--- src/rtl/ramio_port_arbiter_pkg.sv ---
// Shared RAMIO port-A definitions: access encodings and the request bundle
// used by the core, the secondary master path and RAMIO itself.
package ramio_port_arbiter_pkg;

   // Write-enable encodings (size of the store).
   typedef enum logic [1:0] {
      WE_NONE = 2'b00,
      WE_BYTE = 2'b01,
      WE_HALF = 2'b10,
      WE_WORD = 2'b11
   } we_e;

   // Read-enable encodings: bit 2 = sign extend, [1:0] = size.
   typedef enum logic [2:0] {
      RE_NONE = 3'b000,
      RE_BU   = 3'b001,
      RE_HU   = 3'b010,
      RE_W    = 3'b011,
      RE_B    = 3'b101,
      RE_H    = 3'b110
   } re_e;

   // Byte-address width carried in the request bundle. Matches the default
   // 8K-word RAMIO (13 word-address bits + 2 byte-offset bits); instances
   // built with a different depth resize at the port boundary.
   localparam int PORTA_ADDR_W = 15;

   // One port-A access as seen on the RAMIO pins.
   typedef struct packed {
      logic [1:0]              we;
      logic [2:0]              re;
      logic [PORTA_ADDR_W-1:0] addr;
      logic [31:0]             din;
   } porta_req_t;

   // An access does something on the port only if it reads or writes.
   function automatic logic req_active(input porta_req_t r);
      return (r.we != WE_NONE) || (r.re != RE_NONE);
   endfunction

endpackage

--- src/rtl/ramio_starve_counter.sv ---
// Starvation guard for the secondary master: counts cycles a pending
// request loses arbitration and forces a single-cycle core stall once it
// has lost MAX_WAIT times in a row. MAX_WAIT = 0 disables the stall.
module ramio_starve_counter
   import ramio_port_arbiter_pkg::*;
#(
   parameter int MAX_WAIT = 8
) (
   input  logic clk,
   input  logic rst,
   input  logic s_req,
   input  logic grant_s,
   output logic core_stall
);

   // With MAX_WAIT = 0 the counter is never compared; keep it one bit wide
   // so the declaration stays legal.
   localparam int CW = (MAX_WAIT > 0) ? $clog2(MAX_WAIT + 1) : 1;
   localparam logic [CW-1:0] LAST = (MAX_WAIT > 0) ? CW'(MAX_WAIT - 1) : '0;

   logic [CW-1:0] wait_cnt;
   logic          losing;
   logic          stall_nxt;

   assign losing = s_req && !grant_s;

   // Stall next cycle when this is the MAX_WAIT-th consecutive loss. While
   // stalled, grant_s follows s_req, so losing is 0 and the stall cannot
   // repeat on the following cycle.
   assign stall_nxt = (MAX_WAIT != 0) && losing && (wait_cnt == LAST);

   // Wait counter and registered stall; an idle or granted master restarts
   // the count from zero.
   always_ff @(posedge clk) begin
      if (rst) begin
         wait_cnt   <= '0;
         core_stall <= 1'b0;
      end else begin
         core_stall <= stall_nxt;
         if (losing)
            wait_cnt <= wait_cnt + 1'b1;
         else
            wait_cnt <= '0;
      end
   end

endmodule

--- src/rtl/ramio_port_arbiter.sv ---
// RAMIO port-A arbiter: the core's load/store path owns the port unless it
// is idle or stalled; a secondary master (loader/debug) gets the remaining
// slots, with a forced one-cycle core stall as its progress guarantee.
// Read data is returned one cycle after the access and tagged to its owner.
module ramio_port_arbiter
   import ramio_port_arbiter_pkg::*;
#(
   parameter int ADDR_WIDTH = 13,
   parameter int MAX_WAIT   = 8
) (
   input  logic                  clk,
   input  logic                  rst,
   // core port
   input  logic [1:0]            c_weA,
   input  logic [2:0]            c_reA,
   input  logic [ADDR_WIDTH+1:0] c_addrA,
   input  logic [31:0]           c_dinA,
   output logic [31:0]           c_doutA,
   output logic                  core_stall,
   // secondary master
   input  logic                  s_req,
   input  logic [1:0]            s_we,
   input  logic [2:0]            s_re,
   input  logic [ADDR_WIDTH+1:0] s_addr,
   input  logic [31:0]           s_din,
   output logic                  s_ack,
   output logic [31:0]           s_dout,
   output logic                  s_rvalid,
   // RAMIO port A
   output logic [1:0]            ram_weA,
   output logic [2:0]            ram_reA,
   output logic [ADDR_WIDTH+1:0] ram_addrA,
   output logic [31:0]           ram_dinA,
   input  logic [31:0]           ram_doutA
);

   localparam int AW     = ADDR_WIDTH + 2;
   localparam int STAGES = 1;   // RAM read latency

   porta_req_t        c_req;
   porta_req_t        s_req_f;
   porta_req_t        port;
   logic              core_active;
   logic              grant_s;
   logic [STAGES:0]   vld_pipe;

   assign c_req   = '{we: c_weA, re: c_reA, addr: PORTA_ADDR_W'(c_addrA), din: c_dinA};
   assign s_req_f = '{we: s_we,  re: s_re,  addr: PORTA_ADDR_W'(s_addr),  din: s_din};

   // A stalled core must not touch the port, so its inputs are masked even
   // if it leaves them nonzero.
   assign core_active = req_active(c_req) && !core_stall;

   // Secondary wins whenever the core is idle, and always in a stall cycle.
   assign grant_s = s_req && (!core_active || core_stall);

   ramio_starve_counter #(
      .MAX_WAIT (MAX_WAIT)
   ) u_starve (
      .clk        (clk),
      .rst        (rst),
      .s_req      (s_req),
      .grant_s    (grant_s),
      .core_stall (core_stall)
   );

   // Port mux: secondary on grant, else the active core, else all zero.
   always_comb begin
      port  = '0;
      s_ack = 1'b0;
      if (grant_s) begin
         port  = s_req_f;
         s_ack = 1'b1;
      end else if (core_active) begin
         port  = c_req;
      end
   end

   assign ram_weA   = port.we;
   assign ram_reA   = port.re;
   assign ram_addrA = AW'(port.addr);
   assign ram_dinA  = port.din;

   // Read tag: a granted secondary access with any read enable owns the
   // data that comes back STAGES cycles later. An invalid request (no
   // enables) is acked but never produces s_rvalid.
   assign vld_pipe[0] = grant_s && (s_re != RE_NONE);

   // Shift the tag along with the RAM read latency.
   always_ff @(posedge clk) begin
      if (rst)
         vld_pipe[STAGES:1] <= '0;
      else
         vld_pipe[STAGES:1] <= vld_pipe[STAGES-1:0];
   end

   assign s_rvalid = vld_pipe[STAGES];
   assign s_dout   = s_rvalid ? ram_doutA : 32'h0;

   // The core only consumes read data after its own load, so no gating.
   assign c_doutA  = ram_doutA;

endmodule

--- config.mk ---
export PLATFORM = sky130hd
export DESIGN_NAME = ramio_port_arbiter
export DESIGN_NICKNAME = d
export VERILOG_FILES = /design/src/rtl/ramio_port_arbiter_pkg.sv /design/src/rtl/ramio_starve_counter.sv /design/src/rtl/ramio_port_arbiter.sv
export SDC_FILE = /design/constraint.sdc
export NUM_CORES = 1
export LEC_CHECK = 0
export CAP_MARGIN = 10
export CORE_AREA = 2 2 101 103
export CTS_CLUSTER_SIZE = 8
export DETAILED_ROUTE_END_ITERATION = 10
export DIE_AREA = 0 0 103 105
export GPL_ROUTABILITY_DRIVEN = 0
export PLACE_DENSITY = 0.65
export SLEW_MARGIN = 15
export SYNTH_ARGS = -nofsm -noshare
export SYNTH_HDL_FRONTEND = slang
export SYNTH_SLANG_ARGS = --single-unit
--- constraint.sdc ---
create_clock -name clk -period 2.9 [get_ports clk]
set_input_delay 0.87 -clock clk [delete_from_list [all_inputs] [get_ports clk]]
set_output_delay 0.87 -clock clk [all_outputs]
set_load 0.005 [all_outputs]
==> flow_summary.yaml <==
final_layout:
  finalNetCount: 643
  fill_cells: 1001
  area_delta_synth_final_pct: 163
  regArea_sq_um: 120
  finalNonFillerCells: 634
  final_util_pct: 45.8
  layout-drive-gt1-share_pct: 20.8
  n_antenna_cell: 0
  multiInputGateArea_sq_um: 1120
grt:
  grt_pass1_wl_microns: 12000
  grtUsageMet2_pct: 26.7
  use_met3_pct: 2.68
  antenna_found_initial: 0
  grt_usage_pct: 14.0
  busiest_layer: "met2"
  met1_usage_pct: 15.3
  grt_pass1_vias: 2412
  grt_overflow: 0
  grt_max_degree: 34
sta:
  post-route-min-period_ns: 2.95
  setup_violations: 9
  fin_skew_ns: 0.00232
  slew_violations: 0
  hold_viol_final: 0
  fin_crit_sh_pct: 102
  relSlewSlack_pct: 73.0
  worst_slew_pin_slew_ns: 0.404
  fmax_ghz: 0.339
  timing.final.ws_setup_ns: -0.0480
  rsz0062_at_grt: "true"
synthesis:
  synth_edf_count: 0
  synth_top_area_share_pct: 28.0
  netlist_area_sq_um: 1680
  ys_types: 24
  synth_area_leader_cell: "mux2i_1"
  synthArstFlopShare_pct: 0
  syn-instance-count: 256
  synth_most_common_cell: "nand2_1"
  ys_ff_latch: 6
  avgSynthCellArea_sq_um: 6.56
  yosysSeqAreaShare_pct: 7.15
  synth.area.top_cells: "mux2i_1, buf_4, and2_1"
  synth.net_count: 396
  synth-main-ff-cell: "dfxtp_1"
  yosysWarningCount: 0
  synth_common_cells: "nand2_1, inv_1, mux2i_1, and2_1, buf_4"
die:
  die_y_microns: 105
  fp.dieW_microns: 103
  start_util_pct: 17.4
  dieArea_sq_um: 10800
  ioPinCount: 258
  placementRows: 36
  core_sq_um: 9640
status:
  violations: "negative setup slack"
  status: "complete, but fails checks"
critical_path:
  cp_data_arrival_time_ns: 2.08
  critPathLaunchType: "primary input"
  crit_fanout: 5
  crit_required_ns: 2.03
  worstSetupPathType: "in -> out"
  end_kind: "output pin"
cts:
  holdBufCountCts: 0
  cts_buffer_depth: 2
  cts_buffers: 3
  clk_latency_ns: 0.22
  clkTransAtPathRegs_ns: 0.03
  clkSinkCount: 6
  htreeDepth: 1
  tritoncts: "built"
  clockRootBuffer: "clkbuf_8"
power:
  p_clk_share_pct: 19.4
  internal-power_mw: 0.471
  ir_worst_vdd_uv: 80.3
  seqPwrFrac_pct: 13.4
  power_leakage_nw: 2.37
  p_per_area_nw_per_um2: 145
  p_comb_share_pct: 67.2
  p_switching_mw: 0.169
  switching_share_pct: 26.4
place:
  numPortBuffers: 257
  dp.cells: 615
  hpwl_microns: 6940
route:
  wirelength_microns: 8540
  drt_iter0_drc: 35
  avgRoutedWirePerCell_microns: 13.5
  dr.pass1.iters: 4
  routed_via_density: 3.94
  drc: 0
  num_vias: 2497
  ant_nets: 0
hold_path:
  hold_class: "reg -> reg"
run:
  cap_violations: 0
## flip-flops by register name, summed over array words and instances, names as in the netlist
name                 count
u_starve.wait_cnt        4
s_rvalid                 1
u_starve.core_stall      1
## per-layer routing
metal,vias to the layer above,wire length [microns]
met3,9,848
met2,152,4480
li1,1243,-
met4,0,118
met5,-,0
met1,1093,3090
## worst paths after layout
| check | slack [ns] | end | cells after the start | start |
|---|---|---|---|---|
| worst max register to register | 1.70 | s_rvalid$_SDFF_PP0_ | 5 | u_starve.core_stall$_SDFF_PP0_ |
| worst min-delay path | 0.45 | u_starve.core_stall$_SDFF_PP0_ | 1 | u_starve.wait_cnt[3]$_SDFF_PP0_ |
| worst min register to register | 0.45 | u_starve.core_stall$_SDFF_PP0_ | 1 | u_starve.wait_cnt[3]$_SDFF_PP0_ |
| worst max-delay path | -0.05 | ram_addrA[14] | 9 | c_weA[0] |
## stage by stage
| stage | power [mW] | cell area (sq um) | setup TNS [ns] | worst slack [ns] | hold slack, ns |
|---|---|---|---|---|---|
| detailed placement | 0.533 | 4250 | -34.32 | -0.714 | 0.460 |
| global route | 0.679 | 4420 | -1.39 | -0.121 | 0.476 |
| CTS | 0.641 | 4390 | -0.584 | -0.0569 | 0.452 |
| global placement | 0.530 | 4250 | -33.33 | -0.686 | 0.432 |
| finish | 0.641 | 4420 | -0.289 | -0.0480 | 0.447 |
| floorplan | 0.210 | 1680 | 0 | 0.425 | 0.418 |
## timing repair
action	4_1_cts	5_1_grt
pin swaps	6	5
buffers inserted	10	2
gates resized for setup	239	24
gates cloned	6	1
endpoints found under the setup margin	53	48
## layout make-up
type	count	area share [%]
clock buffers	3	0.935
flip-flops and latches	6	2.72
well taps	133	3.77
multi-input cells	154	25.3
inverters	50	4.25
repair buffers	288	63.0
## power groups by stage
stage | sequential [mW] | combinational, mW | clock [mW]
2_1_floorplan | 0.0866 | 0.124 | 0
3_3_place_gp | 0.0867 | 0.444 | 0
3_5_place_dp | 0.0868 | 0.446 | 0
4_1_cts | 0.0856 | 0.430 | 0.126
5_1_grt | 0.0856 | 0.464 | 0.130
6_report | 0.0856 | 0.431 | 0.124
## critical path, cell delays in order
cell and delay (ns):
buf_8 0.10, nor3_4 0.23, a21oi_4 0.09, buf_12 0.14, buf_6 0.11, buf_12 0.12, buf_16 0.13, mux2i_1 0.14
buf_2 0.13
## kinds of logic after synthesis
| logic type | synth area share, % |
|---|---|
| adder cells (fa/ha/maj) | 0.744 |
| XOR/XNOR | 1.04 |
| buffers and inverters | 30.9 |
| AND/OR/NAND/NOR | 27.2 |
| flip-flops | 7.15 |
| AO/OA/AOI/OAI | 4.99 |
| multiplexers | 28.0 |
## cells in the final DEF (no fill, tap or decap), types with 4 or more instances in the layout
cell type        instances
mux2i_1                 46
buf_12                   8
buf_16                   5
and2_1                  32
nand2_1                 51
clkdlybuf4s50_1        195
nor2_1                   4
inv_1                   49
dfxtp_1                  6
buf_2                   52
buf_4                   13
Power figures use the tool's default switching activity.
